[config.mk]
export PLATFORM = sky130hd
export DESIGN_NAME = pwm_capture
export DESIGN_NICKNAME = d
export VERILOG_FILES = /design/src/rtl/pwm_capture.sv
export SDC_FILE = /design/constraint.sdc
export NUM_CORES = 1
export LEC_CHECK = 0
export BUFFER_PORTS_ARGS = -buffer_cell sky130_fd_sc_hd__buf_2
export CORE_MARGIN = 5
export CORE_UTILIZATION = 55
export DETAILED_ROUTE_END_ITERATION = 8
export PLACE_DENSITY = 0.73
export SLEW_MARGIN = 10
export SYNTH_ARGS = -nofsm -noshare
export SYNTH_HDL_FRONTEND = slang
export SYNTH_SLANG_ARGS = --single-unit
[constraint.sdc]
create_clock -name clk -period 4.9 [get_ports clk]
set_input_delay 0.735 -clock clk [delete_from_list [all_inputs] [get_ports clk]]
set_output_delay 0.735 -clock clk [all_outputs]
set_load 0.005 [all_outputs]
[src/rtl/pwm_capture.sv]
// PWM period / high-time capture: synchronizes an asynchronous PWM input and
// measures rise-to-rise and rise-to-fall intervals in clk cycles, flagging a stuck input.
module pwm_capture #(
  parameter int CNT_W       = 16,
  parameter int SYNC_STAGES = 2
) (
  input  logic             clk,
  input  logic             rst,
  input  logic             ena,
  input  logic             pwm_in,
  output logic [CNT_W-1:0] period,
  output logic [CNT_W-1:0] high_time,
  output logic             valid,
  output logic             stuck,
  output logic             stuck_level
);

  typedef enum logic [1:0] {IDLE, HIGH, LOW} state_t;

  // Last count value that may still be incremented: one below all-ones.
  localparam logic [CNT_W-1:0] CNT_LAST = {{(CNT_W-1){1'b1}}, 1'b0};
  localparam logic [CNT_W-1:0] CNT_ONE  = CNT_W'(1);

  logic [SYNC_STAGES-1:0] sync_q;
  logic                   prev_q;
  logic                   sync_lvl;
  logic                   rise;
  logic                   fall;

  state_t           state_q, state_d;
  logic [CNT_W-1:0] cnt_q, cnt_d;
  logic [CNT_W-1:0] hf_q, hf_d;
  logic [CNT_W-1:0] period_d, high_time_d;
  logic             valid_d, stuck_d, stuck_level_d;

  assign sync_lvl = sync_q[SYNC_STAGES-1];
  assign rise     = sync_lvl & ~prev_q;
  assign fall     = ~sync_lvl & prev_q;

  // NOTE: sequential state uses non-blocking assignments so every flop samples
  // pre-edge values, independent of statement order.
  always_ff @(posedge clk) begin
    if (rst) begin
      sync_q <= '0;
      prev_q <= 1'b0;
    end else begin
      sync_q <= {sync_q[SYNC_STAGES-2:0], pwm_in};
      prev_q <= sync_lvl;
    end
  end

  always_ff @(posedge clk) begin
    if (rst) begin
      state_q     <= IDLE;
      cnt_q       <= '0;
      hf_q        <= '0;
      period      <= '0;
      high_time   <= '0;
      valid       <= 1'b0;
      stuck       <= 1'b0;
      stuck_level <= 1'b0;
    end else begin
      state_q     <= state_d;
      cnt_q       <= cnt_d;
      hf_q        <= hf_d;
      period      <= period_d;
      high_time   <= high_time_d;
      valid       <= valid_d;
      stuck       <= stuck_d;
      stuck_level <= stuck_level_d;
    end
  end

  // NOTE: every signal gets a default first so no path through the case
  // leaves it unassigned, which would infer a latch.
  always_comb begin
    state_d       = state_q;
    cnt_d         = cnt_q;
    hf_d          = hf_q;
    period_d      = period;
    high_time_d   = high_time;
    valid_d       = 1'b0;
    stuck_d       = stuck;
    stuck_level_d = stuck_level;

    if (!ena) begin
      state_d = IDLE;
      cnt_d   = '0;
    end else begin
      unique case (state_q)
        IDLE: begin
          // First edge only arms the measurement; nothing to report yet.
          if (rise) begin
            state_d = HIGH;
            cnt_d   = CNT_ONE;
            stuck_d = 1'b0;
          end
        end

        HIGH: begin
          if (fall) begin
            hf_d    = cnt_q;
            state_d = LOW;
            cnt_d   = cnt_q + CNT_ONE;
          end else if (cnt_q >= CNT_LAST) begin
            state_d       = IDLE;
            cnt_d         = '0;
            stuck_d       = 1'b1;
            stuck_level_d = sync_lvl;
          end else begin
            cnt_d = cnt_q + CNT_ONE;
          end
        end

        LOW: begin
          // A fall at CNT_LAST can bring cnt to all-ones here; the >= keeps it from wrapping.
          if (rise) begin
            period_d    = cnt_q;
            high_time_d = hf_q;
            valid_d     = 1'b1;
            cnt_d       = CNT_ONE;
            state_d     = HIGH;
          end else if (cnt_q >= CNT_LAST) begin
            state_d       = IDLE;
            cnt_d         = '0;
            stuck_d       = 1'b1;
            stuck_level_d = sync_lvl;
          end else begin
            cnt_d = cnt_q + CNT_ONE;
          end
        end

        default: begin
          state_d = IDLE;
          cnt_d   = '0;
        end
      endcase
    end
  end

endmodule

### Yosys cells after proc, flatten, opt, wreduce, memory -nomap -nowiden

Index checks and enable logic that the tools add are counted.

* muxes and demuxes: 20
* bitwise gates (word level): 6
* reductions and logical operators: 9
* order comparisons: 1
* equal/unequal tests: 5
* add/subtract/negate cells: 1

Operators with widths (count)
* $mux 16: 4
* $pmux 16 s3: 1
* $add 16x1->16 const B: 1
* $ge 16x16->1 const B: 1
* $mux 1: 8
* $mux 2: 4
* $ne 2x2->1 const B: 3
* $pmux 2 s3: 1
* $reduce_and 3->1: 2
* $reduce_and 5->1: 1
* $not 1->1: 4
* $reduce_and 4->1: 1
* $pmux 1 s3: 1
* $reduce_bool 3->1: 1
* $reduce_or 3->1: 1
* $and 1x1->1: 2
* $eq 2x1->1 const B: 1
* $eq 2x2->1 const B: 1
* $logic_not 2->1: 1
* $pmux 1 s2: 1
* $reduce_bool 2->1: 1
* $reduce_or 2->1: 1

* register bits: 72
* logic and storage cells: 52
* output and inout port bits: 35
* input bits: 4

### Longest topological paths before layout

* depth in word-level cells: 4
* depth in mapped cells: 9
* depth with buffers taken out: 7

### Least setup slack after synthesis

Ideal clock, no wire load.

* path type: register to register
* start point: register cnt_q[0]
* end point: register cnt_q[13]
* library setup time: 0.074 ns
* path slack: 2.932 ns
* period minus slack after synthesis: 1.968 ns
* stages on the path, launching flop included: 9
* data required time: 4.826 ns
* arrival: 1.894 ns
* buffers on the path: 1
* cells stage by stage: dfxtp_1 -> clkbuf_1 -> inv_1 -> ha_1 -> nor2_1 -> nor4_4 -> a31oi_4 -> or4b_1 -> a31oi_1

* word-level cells in the longest chain between the ends: 4
* elaborated cells between the ends (all ways): 6
* classes of those cells: add/sub: 1; order compare: 1; mux: 4

Ends and longest elaborated chain
* from (decl): line 31 `logic [CNT_W-1:0] cnt_q, cnt_d;`
* from (signal assigned): line 64 `cnt_q <= cnt_d;`
* $add 16x1->16 or $ge 16x16->1 (tied branches)
* $mux 16: line 105, 123
* $mux 16, on equally long branches: line 117, 101
* $pmux 16 s3 *: line 90 `unique case (state_q)`

Mark *: on every way between the ends. The rest lies on a longest branch, timed or not.
A chain may end at the register's enable or synchronous reset.

### Worst setup path in the final report

* start point: input rst
* end point: register cnt_q[8]

* word-level cells in the longest chain between the ends: 1

Ends and longest elaborated chain
* from (decl): line 8 `input logic rst,`
* $reduce_or 2->1 (no line)

Every way passes these cells.

==> impl_metrics.ini <==
[run_status]
status = finished, final reports clean

[finish]
n_antenna_cell = 0
fin_nets = 428
drive_gt1_frac = 0.151
fill_cells = 516
multi_input_area_mm2 = 0.00157
register_area_mm2 = 0.00144
syn_to_final_growth_pct = 13.5

[yosys]
synth-seq-cells = 72
synth_most_common_cell = nand2_1
synth-edff-count = 0
netlist-cell-type-count = 45
yosys_most_used_dff = dfxtp_1
synth_area_leader_cell = dfxtp_1
syn-num-nets = 407
synth_area_leaders = dfxtp_1, nand2_1, a21oi_1
ys_warn_count = 0
synth_area_mm2 = 0.00315
synth_async_sr_flop_share = 0
synthTopCellsByCount = nand2_1, dfxtp_1, a21oi_1
seq_area_frac_synth = 0.458
netlist_instances = 397
synth_top_area_frac = 0.458
syn_avg_cell_area_um2 = 7.93

[global_route]
grt_usage = 0.207
first_global_vias = 2586
grt_overflow = 0
grt_max_degree = 55
grt_first_pass_wirelength_um = 12300
antenna_found_initial = 0

[clock_network]
clk_latency_ns = 0.34
cts_root_buffer = clkbuf_8
clock_sinks = 72
cts_resized = 0
cts_buffer_depth = 2
cts_buffers = 9
path_clk_slew_ns = 0.07
cts_tree = yes
postCtsHoldBufs = 0
h-tree-depth = 3
post-cts-setup-buffers = 0

[place]
io_buffers = 38
place_congestion = 0.879
place_hpwl_um = 4750

[detailed_routing]
drc = 0
wl_met2_um = 3340
finalWirelength_um = 7100
drtIter0Drc = 187
drt_first_pass_iters = 4
met3_length_um = 435
ant_nets = 0
vias = 2798
viasPerCell = 5.65
top_layer = met4
wl_met1_um = 3190
post_drt_wl_per_cell_um = 14.3

[worst_setup_path]
crit_fanout = 54
critPathLaunchType = input pin
cp-end-kind = flip-flop
cp.required_ns = 5.12
path_class = in2reg
critPathArrivalTime_ns = 2.59

[floorplanning]
fp.dieH_um = 85.7
start_util = 0.568
fp.dieArea_mm2 = 0.00734
boundaryPins = 39
core_area_mm2 = 0.00554
die-width_um = 85.7
rows = 27

[sta]
timing.hold.ws_ns = 0.449
hold_viol_final = 0
fin_tns_setup_ns = 0
fin_crit_sh = 0.483
maxSlewHeadroom = 0.309
maxSlewViolCount = 0
period_needed_ns = 2.37
clock.fmax_ghz = 0.423
finalSetupViolCount = 0
rsz0062_at_grt = no
worst_clock_skew_ns = 0.00516
tightest_slew_ns = 1.04

[power_and_ir_drop]
powerDensity_mw_per_mm2 = 337
p_leak_nw = 1.31
ir_drop_uv = 233

[hold_path]
min_path_type = reg2reg

[job]
cap_violations = 0
==> critical path, cell delays in order <==
cell and delay, ns:
buf_2 0.68, inv_1 0.13, nand2_1 0.46, nor2_1 0.25, a41oi_1 0.22, mux2i_1 0.09
==> cell families after synthesis <==
| kind of cell | Yosys count | share of synthesized area |
|---|---|---|
| muxes | 4 | 0.0127 |
| DFF | 72 | 0.458 |
| AOI/OAI and AO/OA | 80 | 0.149 |
| adders and majority gates | 6 | 0.0238 |
| xor gates and xnor gates | 2 | 0.00556 |
| and+or+nand+nor | 196 | 0.305 |
| buffers and inverters | 37 | 0.0465 |
==> metrics by stage <==
| stage | util | power (mW) | setup slack (ns) | instance area [µm²] | cells |
|---|---|---|---|---|---|
| after floorplan | - | 0.625 | 2.93 | 3150 | 397 |
| after global placement | 0.599 | 0.630 | 2.24 | 3320 | 479 |
| after detailed placement | 0.599 | 0.631 | 2.22 | 3320 | 479 |
| after CTS | 0.645 | 1.21 | 2.47 | 3570 | 495 |
| after global routing | 0.645 | 1.25 | 2.32 | 3580 | 495 |
| final | 0.645 | 1.21 | 2.53 | 3580 | 495 |
==> cell type report <==
cell class / count / area share
clock buffer: 12 / 0.0434
clock inverter: 4 / 0.0276
inverter: 9 / 0.00945
multi-input combinational: 288 / 0.438
sequential: 72 / 0.403
tap: 72 / 0.0252
timing repair buffer: 38 / 0.0532
==> metal layers <==
metal / GRT usage / vias to the layer above
li1: - / 1399
met1: 0.273 / 1304
met2: 0.335 / 79
met3: 0.0471 / 16
met4: 0.0676 / 0
met5: 0 / -
==> state kept, by name (all words and copies together), names as in the netlist <==
| signal | flops |
|---|---|
| sync_q | 2 |
| state_q | 2 |
| high_time | 16 |
| stuck_level | 1 |
| hf_q | 16 |
| valid | 1 |
| cnt_q | 16 |
| period | 16 |
| prev_q | 1 |
| stuck | 1 |
==> final timing paths <==
check | start | end | slack [ns] | cells past startpoint
max | rst | cnt_q[8] | 2.53 | 6
min | sync_q[0] | sync_q[1] | 0.45 | 1
max reg2reg | cnt_q[0] | cnt_q[9] | 2.54 | 7
min reg2reg | sync_q[0] | sync_q[1] | 0.45 | 1
==> cell usage in the layout (no fill, tap or decap), types with 2 or more instances in the layout <==
| cell | Yosys | layout |
|---|---|---|
| clkbuf_8 | 0 | 11 |
| nor3_1 | 5 | 5 |
| bufinv_16 | 0 | 3 |
| nand2b_1 | 2 | 2 |
| inv_1 | 9 | 9 |
| and3_1 | 6 | 6 |
| nor4_1 | 3 | 3 |
| nand3_1 | 17 | 16 |
| o21ai_0 | 5 | 5 |
| nor2b_1 | 7 | 7 |
| buf_2 | 6 | 38 |
| a221oi_1 | 2 | 2 |
| xor2_1 | 2 | 2 |
| nand3_2 | 2 | 3 |
| nand3b_1 | 2 | 2 |
| nor2_1 | 12 | 12 |
| a41oi_1 | 4 | 4 |
| a31oi_1 | 6 | 6 |
| or4b_1 | 2 | 2 |
| a311oi_1 | 2 | 2 |
| nand2_1 | 116 | 116 |
| dfxtp_1 | 72 | 72 |
| nand4_1 | 6 | 6 |
| a21oi_1 | 56 | 56 |
| mux2i_1 | 4 | 4 |
| ha_1 | 6 | 6 |
| or3_1 | 2 | 2 |
==> where the power goes <==
group	internal (mW)	switching, mW
Clock	0.368	0.220
Combinational	0.00695	0.0231
Sequential	0.586	0.00163
Total	0.961	0.245
(Power assumes the default switching activity.)
